**config.mk**
```make
export PLATFORM = sky130hd
export DESIGN_NAME = live_edge_conditioner
export DESIGN_NICKNAME = d
export VERILOG_FILES = /design/src/rtl/live_edge_conditioner.sv
export SDC_FILE = /design/constraint.sdc
export NUM_CORES = 1
export LEC_CHECK = 0
export CORE_UTILIZATION = 45
export DETAILED_ROUTE_END_ITERATION = 8
export PLACE_DENSITY = 0.66
export SYNTH_ARGS = -nofsm -noshare
export SYNTH_HDL_FRONTEND = slang
export SYNTH_SLANG_ARGS = --single-unit
```
**constraint.sdc**
```tcl
create_clock -name clk -period 2.95 [get_ports clk]
set_input_delay 0.885 -clock clk [delete_from_list [all_inputs] [get_ports clk]]
set_output_delay 0.885 -clock clk [all_outputs]
set_load 0.02 [all_outputs]
```
**src/rtl/live_edge_conditioner.sv**
```systemverilog
// Synchronises and deglitches the LIVE spill gate, enforces the inter-spill
// holdoff and measures spill length in clock cycles.
module live_edge_conditioner #(
  parameter int unsigned FILT_LEN = 8,
  parameter int unsigned MIN_GAP  = 1024
) (
  input  logic        clk,
  input  logic        reset,
  input  logic        live_in,
  output logic        live_level,
  output logic        live_rising,
  output logic        live_falling,
  output logic [31:0] live_len,
  output logic        len_valid,
  output logic [15:0] glitch_cnt
);

  localparam logic [1:0] IDLE = 2'd0;
  localparam logic [1:0] LIVE = 2'd1;
  localparam logic [1:0] HOLD = 2'd2;

  localparam logic [7:0]  FMAX = 8'(FILT_LEN - 1);
  localparam logic [15:0] GMAX = 16'(MIN_GAP - 1);

  logic        s1_q, s2_q;
  logic [1:0]  state_q, state_d;
  logic        level_q, level_d;
  logic [7:0]  fcnt_q, fcnt_d;
  logic [15:0] glitch_q, glitch_d;
  logic [31:0] run_q, run_d;
  logic [15:0] gap_q, gap_d;
  logic [31:0] len_q, len_d;
  logic        rise_q, rise_d;
  logic        fall_q, fall_d;
  logic        lv_q, lv_d;

  logic diff;
  logic hold;
  logic accept;

  assign diff   = s2_q != level_q;
  assign hold   = state_q == HOLD;
  assign accept = diff && (fcnt_q == FMAX) && !hold;

  always_comb begin
    state_d  = state_q;
    level_d  = level_q;
    fcnt_d   = fcnt_q;
    glitch_d = glitch_q;
    run_d    = run_q;
    gap_d    = gap_q;
    len_d    = len_q;
    rise_d   = 1'b0;
    fall_d   = 1'b0;
    lv_d     = 1'b0;

    // Filter is frozen during holdoff: no accepts, no glitches.
    if (hold) begin
      fcnt_d = 8'd0;
    end else if (diff) begin
      fcnt_d = accept ? 8'd0 : fcnt_q + 8'd1;
    end else begin
      fcnt_d = 8'd0;
      if (fcnt_q != 8'd0 && glitch_q != 16'hFFFF)
        glitch_d = glitch_q + 16'd1;
    end

    unique case (1'b1)
      (state_q == IDLE): begin
        if (accept) begin
          state_d = LIVE;
          level_d = 1'b1;
          rise_d  = 1'b1;
          run_d   = 32'd1;
        end
      end
      (state_q == LIVE): begin
        if (accept) begin
          state_d = HOLD;
          level_d = 1'b0;
          fall_d  = 1'b1;
          len_d   = run_q;
          lv_d    = 1'b1;
          gap_d   = GMAX;
        end else if (run_q != 32'hFFFF_FFFF) begin
          run_d = run_q + 32'd1;
        end
      end
      (state_q == HOLD): begin
        if (gap_q == 16'd0)
          state_d = IDLE;
        else
          gap_d = gap_q - 16'd1;
      end
      default: begin
        state_d = IDLE;
        level_d = 1'b0;
      end
    endcase
  end

  always_ff @(posedge clk or negedge reset) begin
    if (!reset) begin
      s1_q     <= 1'b0;
      s2_q     <= 1'b0;
      state_q  <= IDLE;
      level_q  <= 1'b0;
      fcnt_q   <= 8'd0;
      glitch_q <= 16'd0;
      run_q    <= 32'd0;
      gap_q    <= 16'd0;
      len_q    <= 32'd0;
      rise_q   <= 1'b0;
      fall_q   <= 1'b0;
      lv_q     <= 1'b0;
    end else begin
      s1_q     <= live_in;
      s2_q     <= s1_q;
      state_q  <= state_d;
      level_q  <= level_d;
      fcnt_q   <= fcnt_d;
      glitch_q <= glitch_d;
      run_q    <= run_d;
      gap_q    <= gap_d;
      len_q    <= len_d;
      rise_q   <= rise_d;
      fall_q   <= fall_d;
      lv_q     <= lv_d;
    end
  end

  assign live_level   = level_q;
  assign live_rising  = rise_q;
  assign live_falling = fall_q;
  assign live_len     = len_q;
  assign len_valid    = lv_q;
  assign glitch_cnt   = glitch_q;

endmodule

```
# --- Word level (Yosys, flattened, before mapping) ---
# Cells that the tools add are included.
word_totals:
  register_bits: 111
  in_bits: 3
  output_inout_bits: 52
  wordCells: 64
op_classes:
  n_mux: 20
  bitwise_logic: 2
  eq_ne: 12
  add_sub_neg: 4
  reduce_logical: 15
ops:
  columns: ["op", "n"]
  rows:
  - ["$mux W32", 3]
  - ["$pmux W32 S2", 1]
  - ["$add A32 B1 Y32 const B", 1]
  - ["$mux W16", 2]
  - ["$ne A32 B32 Y1 const B", 1]
  - ["$pmux W16 S2", 1]
  - ["$mux W8", 3]
  - ["$add A16 B1 Y16 const B", 1]
  - ["$logic_not A16 Y1", 1]
  - ["$ne A16 B16 Y1 const B", 1]
  - ["$sub A16 B1 Y16 const B", 1]
  - ["$reduce_and A3 Y1", 4]
  - ["$add A8 B1 Y8 const B", 1]
  - ["$eq A8 B3 Y1 const B", 1]
  - ["$ne A2 B2 Y1 const B", 4]
  - ["$reduce_bool A8 Y1", 1]
  - ["$mux W2", 3]
  - ["$pmux W2 S3", 1]
  - ["$mux W1", 5]
  - ["$ne A2 B1 Y1 const B", 2]
  - ["$reduce_and A4 Y1", 1]
  - ["$reduce_bool A2 Y1", 2]
  - ["$logic_and A1 B1 Y1", 3]
  - ["$pmux W1 S3", 1]
  - ["7 further kinds", 8]

# --- Longest topological paths before layout ---
logic_depth:
  word_depth: 6
  mapped_depth: 10

# --- Worst setup path after synthesis ---
# No wires, ideal clock.
synth_timing:
  path_kind: "flip-flop to flip-flop"
  from: "register glitch_q[0], in the netlist glitch_cnt[0]"
  to: "register glitch_q[5], in the netlist glitch_cnt[5]"
  path_buffers: 1
  setup_slack_ns: 0.871
  period_less_slack_ns: 2.079
  path_stages_with_launch: 8
  arrival_ns: 1.945
  setup_time_ns: 0.133
  cell_sequence: "dfrtp_1 > ha_1 > nand3_1 > or3_1 > o211ai_2 > buf_2 > nor3_1 > xor2_1"
synth_between:
  elab_chain_len: 3
synth_rtl:
  columns: ["item", "line", "rtl"]
  rows:
  - ["from (decl)", "29", "logic [15:0] glitch_q, glitch_d;"]
  - ["from (signal assigned)", "122", "glitch_q <= glitch_d;"]
  - ["parallel branches: the longest is 3 deep, another holds $add A16 B1 Y16", null, null]
# Parallel ways; which one is timed is not known.
# A chain may end at the register's enable or synchronous reset.

# --- Worst setup path in the final report ---
layout_timing:
  from: "register level_q, in the netlist live_level"
  to: "output live_level"
layout_rtl:
  columns: ["item", "line", "rtl"]
  rows:
  - ["from (decl)", "27", "logic level_q, level_d;"]
  - ["from (signal assigned)", "120", "level_q <= level_d;"]
  - ["to (decl)", "10", "output logic live_level,"]
# No word-level cell between the ends.

==> summary.md <==
| Metric | Value |
|---|---|
| Worst R2R End | `glitch_cnt[1]` |
| # DRC | `5` |
| Fin nets | `631` |
| Slowest CP cell | `clkdlybuf4s50_1` |
| Final WL | `12200 µm` |
| Final Setup Violations | `0` |
| Vias in the first global route | `4401` |
| Final GP Congestion | `0.772` |
| Max-slew violations | `0` |
| Commonest non-fill, non-tap cells in the layout | `nand2_1, dfrtp_1, clkdlybuf4s50_1` |
| WP depth | `1` |
| Post-Syn Area | `5410 µm²` |
| FF-to-FF setup slack | `550 ps` |
| Syn nets | `581` |
| Clock buffer depth | `2` |
| Top cells by area, synth | `dfrtp_1, nand2_1, xnor2_1, nand3_1, a21oi_1` |
| Clock transition at the registers of the reported paths | `70 ps` |
| 1st-iter DRT viols | `346` |
| #FFs+latches synth | `111` |
| Failing checks | `design-rule violations` |
| Antenna viol nets, final | `0` |
| Metal-1 WL | `5660 µm` |
| Synth top area share | `0.513` |
| Via count | `4414` |
| Initial Util | `0.468` |
| Die W | `112 µm` |
| Die area | `12500 µm²` |
| Pre-CTS WS | `557 ps` |
| Arrival time at the worst endpoint | `1520 ps` |
| Largest stage delay, worst path | `670 ps` |
| Setup TNS Final | `0 ps` |
| Clk_lat worst skew | `360 ps` |
| Detailed Place HPWL | `8340 µm` |
| Antenna violations before repair | `0` |
| Diode count | `0` |
| DR pass1 iterations | `7` |
| Layout cells sized above 1 | `0.0621` |
| Sequential area share after synthesis | `0.513` |
| Met3 routed WL | `394 µm` |
| Status | `finished, violations left` |
| Routed met2 length | `5970 µm` |
| Via/cell ratio | `5.73` |
| Post-Place Cells | `755` |
| Commonest non-fill, non-tap cell in the layout | `nand2_1` |
| GR Util All Layers | `0.211` |
| Synth warnings | `0` |
| Critical Path End Type | `output port` |
| # H-tree levels | `3` |
| Min-delay worst type | `register to register` |
| I/O pins | `55` |
| WL/cell | `15.8 µm` |
| Path depth of the worst reg2reg path | `5` |
| Final Critical Period | `2410 ps` |
| Fin area | `6380 µm²` |
| Cells after Synth | `573` |
| Synth cell types | `55` |
| Slew @ Worst Pin | `772 ps` |
| Main synth FF type | `dfrtp_1` |
| First-pass GRT wire length | `21000 µm` |
| Power Total | `3340 µW` |
| Core Region | `11600 µm²` |
| Max-cap viol count | `0` |
| CP Class | `register to output port` |
| Row cnt | `39` |
| Worst vdd ir | `0.000274 V` |
| Hold Vio Cnt, Final | `0` |
| Post_cts resized | `0` |
| Area grow syn2layout | `17.8%` |
| Placed cell area | `6080 µm²` |
| Syn avg cell area | `9.45 µm²` |
| Clock net sink count | `111` |
| Crit-path cells | `clkdlybuf4s50_1` |
| Post-cts hold buffer count | `0` |
| Crit path buf inv count | `1` |
| Largest net degree at the start of global routing | `49` |
| TritonCTS clock tree | `yes` |
| Hold EP | `s2_q` |
| Grt total ovfl | `0` |
| Setup ws final | `543 ps` |
| Hold depth | `0` |
| Post-synthesis async set-or-reset flop share | `1.00` |
| Number of synthesized flops with an enable pin | `0` |
| Post-route insts no fill | `771` |
| Pwr dens | `524 nW/µm²` |
| Post-CTS setup buffer count | `0` |
| F_max | `415 MHz` |
| Pleak | `0.00284 µW` |
| RSZ-0062 raised after global routing | `no` |
| Hold path startpoint | `s1_q` |
| Post-Route Skew | `8.91 ps` |
| Crit path max fanout | `5` |
| CP top delay family | `buffers and inverters` |
| Reg2Reg Launch Point | `glitch_cnt[0]` |
| Port buffer count | `54` |
| Top Metal Used | `met4` |
| CTS Root Buffer Type | `clkbuf_16` |
| Inserted Clock Buffers | `9` |
| Max-slew headroom | `0.482` |
| Final period util | `0.816` |
| CP startpoint kind | `register` |
| Critical Path RT | `2070 ps` |
| Die height | `112 µm` |
| Cell type with the largest total area after synthesis | `dfrtp_1` |
==> synthesized netlist by cell type, types with 8 or more instances <==
cell / number
inv_1: 20
clkbuf_1: 9
buf_2: 11
or4_1: 18
o21ai_0: 10
nand2_1: 116
nand4_1: 15
xnor2_1: 19
o31ai_1: 17
nor3_1: 17
or3_1: 8
a21oi_1: 30
xor2_1: 14
nor4_1: 9
dfrtp_1: 111
nand3_1: 32
nor2_1: 33
==> registers in the layout (all words and copies together), names as in the netlist <==
signal	cells
len_valid	1
fcnt_q	8
live_rising	1
run_q	32
s1_q	1
live_len	32
s2_q	1
gap_q	16
live_level	1
state_q	2
glitch_cnt	16
==> power breakdown <==
part	switching, µW	internal, µW	leakage, µW	total (µW)
Clock	537	682	0.000140	1220
Combinational	248	172	0.00117	420
Sequential	108	1590	0.00152	1700
==> metrics by stage <==
step | utilization | hold slack, ps
after floorplan | - | 331
after global placement | 0.526 | 375
after detailed placement | 0.526 | 365
after CTS | 0.551 | 390
after global routing | 0.551 | 392
final | 0.551 | 375
==> layout make-up <==
class | count | area (µm²)
Sequential cell | 111 | 2780
Fill cell | 1053 | 5190
Tap cell | 143 | 179
Clock buffer | 13 | 250
Clock inverter | 3 | 42.5
Inverter | 22 | 82.6
Timing Repair Buffer | 65 | 633
Multi-Input combinational cell | 414 | 2410
==> cells by family (layout without fill, tap and decap cells) <==
| group | Yosys count | in the layout | share of synthesized area |
|---|---|---|---|
| flops | 111 | 111 | 0.513 |
| buf+inv | 48 | 103 | 0.0414 |
| compound gates | 88 | 88 | 0.108 |
| fa+ha+maj | 5 | 5 | 0.0116 |
| xor+xnor | 34 | 34 | 0.0564 |
| simple gates | 282 | 282 | 0.260 |
| mux | 5 | 5 | 0.00948 |
==> worst max path at each step <==
stage | startpoint | end | slack (ps)
final | live_level | live_level | 540
after global routing | fcnt_q[0] | run_q[2] | 290
after floorplan | glitch_cnt[0] | glitch_cnt[5] | 870
after CTS | live_level | live_level | 530
after detailed placement | fcnt_q[0] | run_q[23] | 560
after global placement | glitch_cnt[0] | glitch_cnt[1] | 630
==> per-layer routing <==
metal,track usage,vias to the layer above
li1,-,2141
met1,0.274,2179
met2,0.351,84
met3,0.0435,10
met4,0.0685,0
met5,0,-
(Power assumes the default switching activity.)
